[src/rtl/fpu_ss_pkg.sv]
// Shared definitions for the FPU subsystem register file.
//   FLEN            : default floating-point register width
//   NUM_FP_REGS     : architectural FP register count
//   fpu_ss_raddr_t  : FP register address
//   fpu_ss_reg_t    : FP register payload
//   FPNEW_WR_PORT / LOAD_WR_PORT : write-port index assignment
package fpu_ss_pkg;

    localparam int unsigned FLEN        = 32;
    localparam int unsigned FLEN_BYTES  = FLEN / 8;
    localparam int unsigned NUM_FP_REGS = 32;
    localparam int unsigned FP_ADDR_W   = $clog2(NUM_FP_REGS);

    typedef logic [FP_ADDR_W-1:0] fpu_ss_raddr_t;
    typedef logic [FLEN-1:0]      fpu_ss_reg_t;

    // Write-port roles; a higher index wins on an address collision.
    localparam int unsigned FPNEW_WR_PORT = 0;
    localparam int unsigned LOAD_WR_PORT  = 1;

endpackage

[src/rtl/fpu_ss_scoreboard.sv]
// Write-reservation scoreboard: one busy bit per FP register.
//   clk_i, rst_ni  : clock, asynchronous active-low reset
//   we_i, waddr_i  : writeback enables/addresses (each clears busy)
//   rsv_valid_i    : reservation request for rsv_addr_i
//   rsv_ready_o    : reservation accepted (independent of rsv_valid_i)
//   busy_o         : registered busy vector
module fpu_ss_scoreboard
    import fpu_ss_pkg::*;
#(
    parameter int unsigned NumWords   = NUM_FP_REGS,
    parameter int unsigned NumWrPorts = 2,
    parameter int unsigned AddrWidth  = $clog2(NumWords)
) (
    input  logic                                 clk_i,
    input  logic                                 rst_ni,
    input  logic [NumWrPorts-1:0]                we_i,
    input  logic [NumWrPorts-1:0][AddrWidth-1:0] waddr_i,
    input  logic                                 rsv_valid_i,
    input  logic [AddrWidth-1:0]                 rsv_addr_i,
    output logic                                 rsv_ready_o,
    output logic [NumWords-1:0]                  busy_o
);

    logic [NumWords-1:0] busy_q;
    logic [NumWords-1:0] busy_d;
    logic [NumWords-1:0] clr;
    logic [NumWords-1:0] set;
    logic                rsv_wb_hit;
    logic                rsv_in_range;
    logic                rsv_busy;

    // Widened compare so non-power-of-two depths reject the top addresses.
    function automatic logic in_range(input logic [AddrWidth-1:0] a);
        return ({1'b0, a} < (AddrWidth+1)'(NumWords));
    endfunction

    // Next busy state: writebacks clear, accepted reservation sets, set wins.
    always_comb begin
        clr          = '0;
        set          = '0;
        rsv_wb_hit   = 1'b0;
        rsv_busy     = 1'b0;
        rsv_in_range = in_range(rsv_addr_i);
        for (int p = 0; p < NumWrPorts; p++) begin
            if (we_i[p]) begin
                if (in_range(waddr_i[p])) begin
                    clr[waddr_i[p]] = 1'b1;
                end
                if (waddr_i[p] == rsv_addr_i) begin
                    rsv_wb_hit = 1'b1;
                end
            end
        end
        if (rsv_in_range) begin
            rsv_busy = busy_q[rsv_addr_i];
        end
        // A same-cycle writeback to the pending register releases it.
        rsv_ready_o = !rsv_busy || rsv_wb_hit;
        if (rsv_valid_i && rsv_ready_o && rsv_in_range) begin
            set[rsv_addr_i] = 1'b1;
        end
        busy_d = (busy_q & ~clr) | set;
    end

    // Busy vector register.
    always_ff @(posedge clk_i or negedge rst_ni) begin
        if (!rst_ni) begin
            busy_q <= '0;
        end else begin
            busy_q <= busy_d;
        end
    end

    assign busy_o = busy_q;

endmodule

[src/rtl/fpu_ss_regfile_mp.sv]
// Multi-port FP register file with integrated write-reservation scoreboard.
//   clk_i, rst_ni        : clock, asynchronous active-low reset
//   raddr_i / rdata_o    : combinational read ports
//   rbusy_o              : read register has an outstanding reservation
//   waddr_i/wdata_i/we_i : write ports, highest index wins on collision
//   rsv_valid_i/rsv_addr_i/rsv_ready_o : destination reservation handshake
//   busy_o               : full scoreboard vector
// Optional macro FPU_SS_REGFILE_BYPASS_EN forwards same-cycle write data to
// the read ports and masks rbusy_o on a forwarded hit.
module fpu_ss_regfile_mp
    import fpu_ss_pkg::*;
#(
    parameter int unsigned DataWidth  = FLEN,
    parameter int unsigned NumWords   = NUM_FP_REGS,
    parameter int unsigned NumRdPorts = 3,
    parameter int unsigned NumWrPorts = 2,
    parameter int unsigned AddrWidth  = $clog2(NumWords)
) (
    input  logic                                 clk_i,
    input  logic                                 rst_ni,
    input  logic [NumRdPorts-1:0][AddrWidth-1:0] raddr_i,
    output logic [NumRdPorts-1:0][DataWidth-1:0] rdata_o,
    output logic [NumRdPorts-1:0]                rbusy_o,
    input  logic [NumWrPorts-1:0][AddrWidth-1:0] waddr_i,
    input  logic [NumWrPorts-1:0][DataWidth-1:0] wdata_i,
    input  logic [NumWrPorts-1:0]                we_i,
    input  logic                                 rsv_valid_i,
    input  logic [AddrWidth-1:0]                 rsv_addr_i,
    output logic                                 rsv_ready_o,
    output logic [NumWords-1:0]                  busy_o
);

    logic [NumWords-1:0][DataWidth-1:0] mem;
    logic [NumWords-1:0][DataWidth-1:0] word_wdata;
    logic [NumWords-1:0]                word_we;
    logic [NumWords-1:0]                busy;

    function automatic logic in_range(input logic [AddrWidth-1:0] a);
        return ({1'b0, a} < (AddrWidth+1)'(NumWords));
    endfunction

    // Per-word write decode; later ports overwrite earlier ones.
    always_comb begin
        word_we    = '0;
        word_wdata = '0;
        for (int p = 0; p < NumWrPorts; p++) begin
            if (we_i[p] && in_range(waddr_i[p])) begin
                word_we[waddr_i[p]]    = 1'b1;
                word_wdata[waddr_i[p]] = wdata_i[p];
            end
        end
    end

    // Register storage.
    always_ff @(posedge clk_i or negedge rst_ni) begin
        if (!rst_ni) begin
            mem <= '0;
        end else begin
            for (int w = 0; w < NumWords; w++) begin
                if (word_we[w]) begin
                    mem[w] <= word_wdata[w];
                end
            end
        end
    end

    // Read muxes; out-of-range addresses read as 0 and not busy.
    always_comb begin
        rdata_o = '0;
        rbusy_o = '0;
        for (int r = 0; r < NumRdPorts; r++) begin
            if (in_range(raddr_i[r])) begin
                rdata_o[r] = mem[raddr_i[r]];
                rbusy_o[r] = busy[raddr_i[r]];
`ifdef FPU_SS_REGFILE_BYPASS_EN
                for (int p = 0; p < NumWrPorts; p++) begin
                    if (we_i[p] && (waddr_i[p] == raddr_i[r])) begin
                        rdata_o[r] = wdata_i[p];
                        rbusy_o[r] = 1'b0;
                    end
                end
`endif
            end
        end
    end

    fpu_ss_scoreboard #(
        .NumWords   (NumWords),
        .NumWrPorts (NumWrPorts),
        .AddrWidth  (AddrWidth)
    ) u_scoreboard (
        .clk_i       (clk_i),
        .rst_ni      (rst_ni),
        .we_i        (we_i),
        .waddr_i     (waddr_i),
        .rsv_valid_i (rsv_valid_i),
        .rsv_addr_i  (rsv_addr_i),
        .rsv_ready_o (rsv_ready_o),
        .busy_o      (busy)
    );

    assign busy_o = busy;

endmodule

[config.mk]
export PLATFORM = sky130hd
export DESIGN_NAME = fpu_ss_regfile_mp
export DESIGN_NICKNAME = d
export VERILOG_FILES = /design/src/rtl/fpu_ss_pkg.sv /design/src/rtl/fpu_ss_scoreboard.sv /design/src/rtl/fpu_ss_regfile_mp.sv
export SDC_FILE = /design/constraint.sdc
export NUM_CORES = 2
export LEC_CHECK = 0
export CAP_MARGIN = 0
export CORE_MARGIN = 5
export CORE_UTILIZATION = 63
export DETAILED_ROUTE_END_ITERATION = 16
export GPL_ROUTABILITY_DRIVEN = 0
export PLACE_DENSITY_LB_ADDON = 0.25
export SLEW_MARGIN = 20
export SYNTH_ARGS = -nofsm -noshare
export SYNTH_HDL_FRONTEND = slang
export SYNTH_SLANG_ARGS = --single-unit
[constraint.sdc]
create_clock -name clk_i -period 4.6 [get_ports clk_i]
set_clock_uncertainty 0.1 [all_clocks]
set_input_delay 1.15 -clock clk_i [delete_from_list [all_inputs] [get_ports clk_i]]
set_output_delay 1.15 -clock clk_i [all_outputs]
set_load 0.01 [all_outputs]
==> results.md <==
- Status: finished with violations
- Failing checks: setup timing
- Synthesized cell area: 73800 um2
- Tmin final: 4.644 ns
- Clk buf depth: 3
- Hold_buf cts: 0
- Die height: 352.3 um
- Setup ws final: -0.04433 ns
- Register area share after synthesis: 0.3581
- Initial DRC count: 10190
- Routed Antenna Nets: 0
- Count of final setup violators: 11
- Worst-margin pin slew: 1.272 ns
- Synth Instances: 6225
- Core area: 116200 um2
- DRT Pass-1 Iters: 9
- Worst EP arrival: 3.39 ns
- Kind of critical path: input port to output pin
- Distinct cells, synth: 46
- Async SR Flop Fraction: 1.000
- Pre-CTS WS: -0.3157 ns
- Share of cells above drive strength 1: 0.3107
- Cell chosen for the clock root: clkbuf_16
- Max Cap Violations: 0
- Syn avg cell area: 11.86 um2
- Nets: 6400
- Post-synthesis mux area share: 0.4584
- Inserted Clock Buffers: 116
- First-pass GRT wire length: 416800 um
- Worst-Skew Late Latency: 0.75 ns
- Multi-input logic area: 44760 um2
- #FFs+latches synth: 1056
- Aggregate routed wire length: 283600 um
- GRT Residual Overflow: 0
- Relative slew slack: 0.1522
- Die ar.: 124100 um2
- Rows: 125
- Post-synth EDFFs: 0
- Adder-Cell Fraction of Synth Area: 0
- Clk sinks: 1056
- Non-Filler Instances: 7937
- Post-synthesis simple-gate area fraction: 0.06225
- Post-DP HPWL: 163100 um
- Clock transition at path regs: 0.06 ns
- Placed insts: 7618
- Vias in the first global route: 63060
- Vias per cell: 7.743
- Peak VDD IR: 388.2 uV
- Largest cells by area after synthesis: dfrtp_1 36%, mux4_2 30%, mux2i_1 14%
- CTS tree: yes
- Global Route Usage Sum: 0.4510
- I/O Pins: 231
- Die Wd: 352.3 um
- Complex-gate fraction of the synthesized area: 0.07616
- Area leader, netlist: dfrtp_1
- Worst hold path type: input port to async pin
- Area growth syn-to-layout: 16.73%
- Seq. cell area: 26430 um2
- Routed wire per std cell: 35.73 um
- Syn_nets: 6324
- Ys flop type: dfrtp_1
- Pin count of the biggest net entering global routing: 111
- Setup TNS: -0.1794 ns
- Element type at the critical path end: output pin
- Starting density of the core: 0.6351
- Max FO, Critical Path: 8
- Port Buf Inserts: 230
- Leak: 36.44 nW
- Initial antenna violation count: 24
- Ys Warns: 0
- Final slew viol count: 0
- Critical Path RT: 3.35 ns
- Tcrit/Tclk final: 1.010
- Highest Clock Rate: 215.3 MHz
- Design Power: 0.03639 W
- Total number of vias: 61460
- Largest family of logic cells by synthesized area: multiplexers
- Unrepaired setup endpoints after global routing: yes
- DRC violation count after routing: 0
- Filler cells: 7283
- Top-area cell type share of the netlist area: 0.3581
- Pwr Density: 422.5 nW/um2
- Worst Setup Start Kind: input port
- Endpoints failing hold: 0
- H-tree depth: 3
- Post-Synth XOR/XNOR Area: 0.001187
==> through the flow <==
step           instance area, um2    util  hold WS [ns]
4_1_cts                     85900  0.7392        0.3134
3_3_place_gp                80350  0.6915        0.4801
5_1_grt                     86130  0.7412        0.3365
6_report                    86150  0.7413        0.3092
3_5_place_dp                80270  0.6908        0.4997
2_1_floorplan               73800       -        0.4606
==> layout by cell type (no fill, tap or decap), types with 12 or more instances in the layout <==
master / instances
nand2_1: 542
a21oi_1: 524
buf_6: 34
diode_2: 17
mux2i_1: 1031
clkbuf_1: 12
mux2_4: 39
o2bb2ai_1: 16
buf_12: 170
nand2_4: 32
clkbuf_2: 18
o21ai_0: 514
clkbuf_16: 123
mux2_2: 65
mux4_2: 992
clkbuf_8: 16
dlygate4sd2_1: 45
buf_2: 74
buf_16: 36
nor2_4: 32
dfrtp_1: 1056
bufinv_16: 20
nor2_1: 523
clkinv_2: 22
clkdlybuf4s50_1: 61
buf_8: 16
buf_4: 248
==> registers in the layout (all words and copies together) (netlist names) <==
register	cells
mem	1024
u_scoreboard.busy_o	32
==> what timing repair did <==
item	CTS	global route
gates cloned	21	7
hold endpoints to repair	0	0
gates resized for setup	307	86
setup buffers	42	23
endpoints found under the setup margin	100	64
pin swaps	0	1
==> power breakdown <==
group / internal (W) / switching (W) / leakage [nW] / total [W]
Sequential: 0.0118 / 0.00274 / 12.9 / 0.0145
Clock: 0.00605 / 0.00433 / 2.03 / 0.0104
Combinational: 0.00687 / 0.00465 / 21.5 / 0.0115
Total: 0.0247 / 0.0117 / 36.4 / 0.0364
==> metal layers <==
layer  share of wire  global-route usage  up-vias
li1                -                   -    23700
met1            0.31              0.5568    30010
met2            0.42              0.6362     5855
met3            0.17              0.1886     1890
met4           0.097              0.3382       10
met5         0.00020                   0        -
==> layout make-up <==
cell class,instances,share of cell area
antenna,17,0.0004938
multi-input combinational,4398,0.5196
timing repair buffer,723,0.1021
sequential,1056,0.3068
inverter,6,0.0002614
clock buffer,144,0.03678
clock inverter,69,0.01185
tap,1524,0.02214
==> worst max-delay path, stage by stage <==
cell and delay [ns]:
buf_16 0.15, bufbuf_16 0.32, buf_12 0.15, mux4_2 0.50, mux4_2 0.51, mux2_2 0.30
dlygate4sd2_1 0.29
==> worst paths after layout <==
path | depth (start not counted) | slack [ns] | to | start
setup / recovery | 7 | -0.04 | rdata_o[60] | raddr_i[5]
hold / removal | 1 | 0.31 | mem[230]$_DFFE_PN0P_ | rst_ni
setup reg to reg | 7 | 1.88 | u_scoreboard.busy_o[2]$_DFF_PN0_ | u_scoreboard.busy_o[10]$_DFF_PN0_
hold reg to reg | 2 | 0.51 | mem[305]$_DFFE_PN0P_ | mem[305]$_DFFE_PN0P_
max in group asynchronous | 2 | 2.87 | mem[459]$_DFFE_PN0P_ | rst_ni
min in group clk_i | 2 | 0.51 | mem[305]$_DFFE_PN0P_ | mem[305]$_DFFE_PN0P_
==> cells in the mapped netlist, types with 6 or more instances <==
master and n:
dfrtp_1 1056, mux2i_1 1031, mux4_2 992, nand2_1 574
nor2_1 549, a21oi_1 524, o21ai_0 514, clkbuf_1 509
buf_2 112, mux2_2 104, buf_1 98, buf_4 37
o2bb2ai_1 16, a22o_1 11, xnor2_1 10, buf_6 9
nand3_1 7, inv_1 6, nor2_2 6, nor3b_1 6
==> cell families after synthesis <==
logic type | after synthesis
muxes | 2127
and+or+nand+nor | 1179
AOI/OAI and AO/OA | 1082
DFF | 1056
buffers and inverters | 771
xor gates and xnor gates | 10
Note: power is estimated with default switching activity, not from simulation.
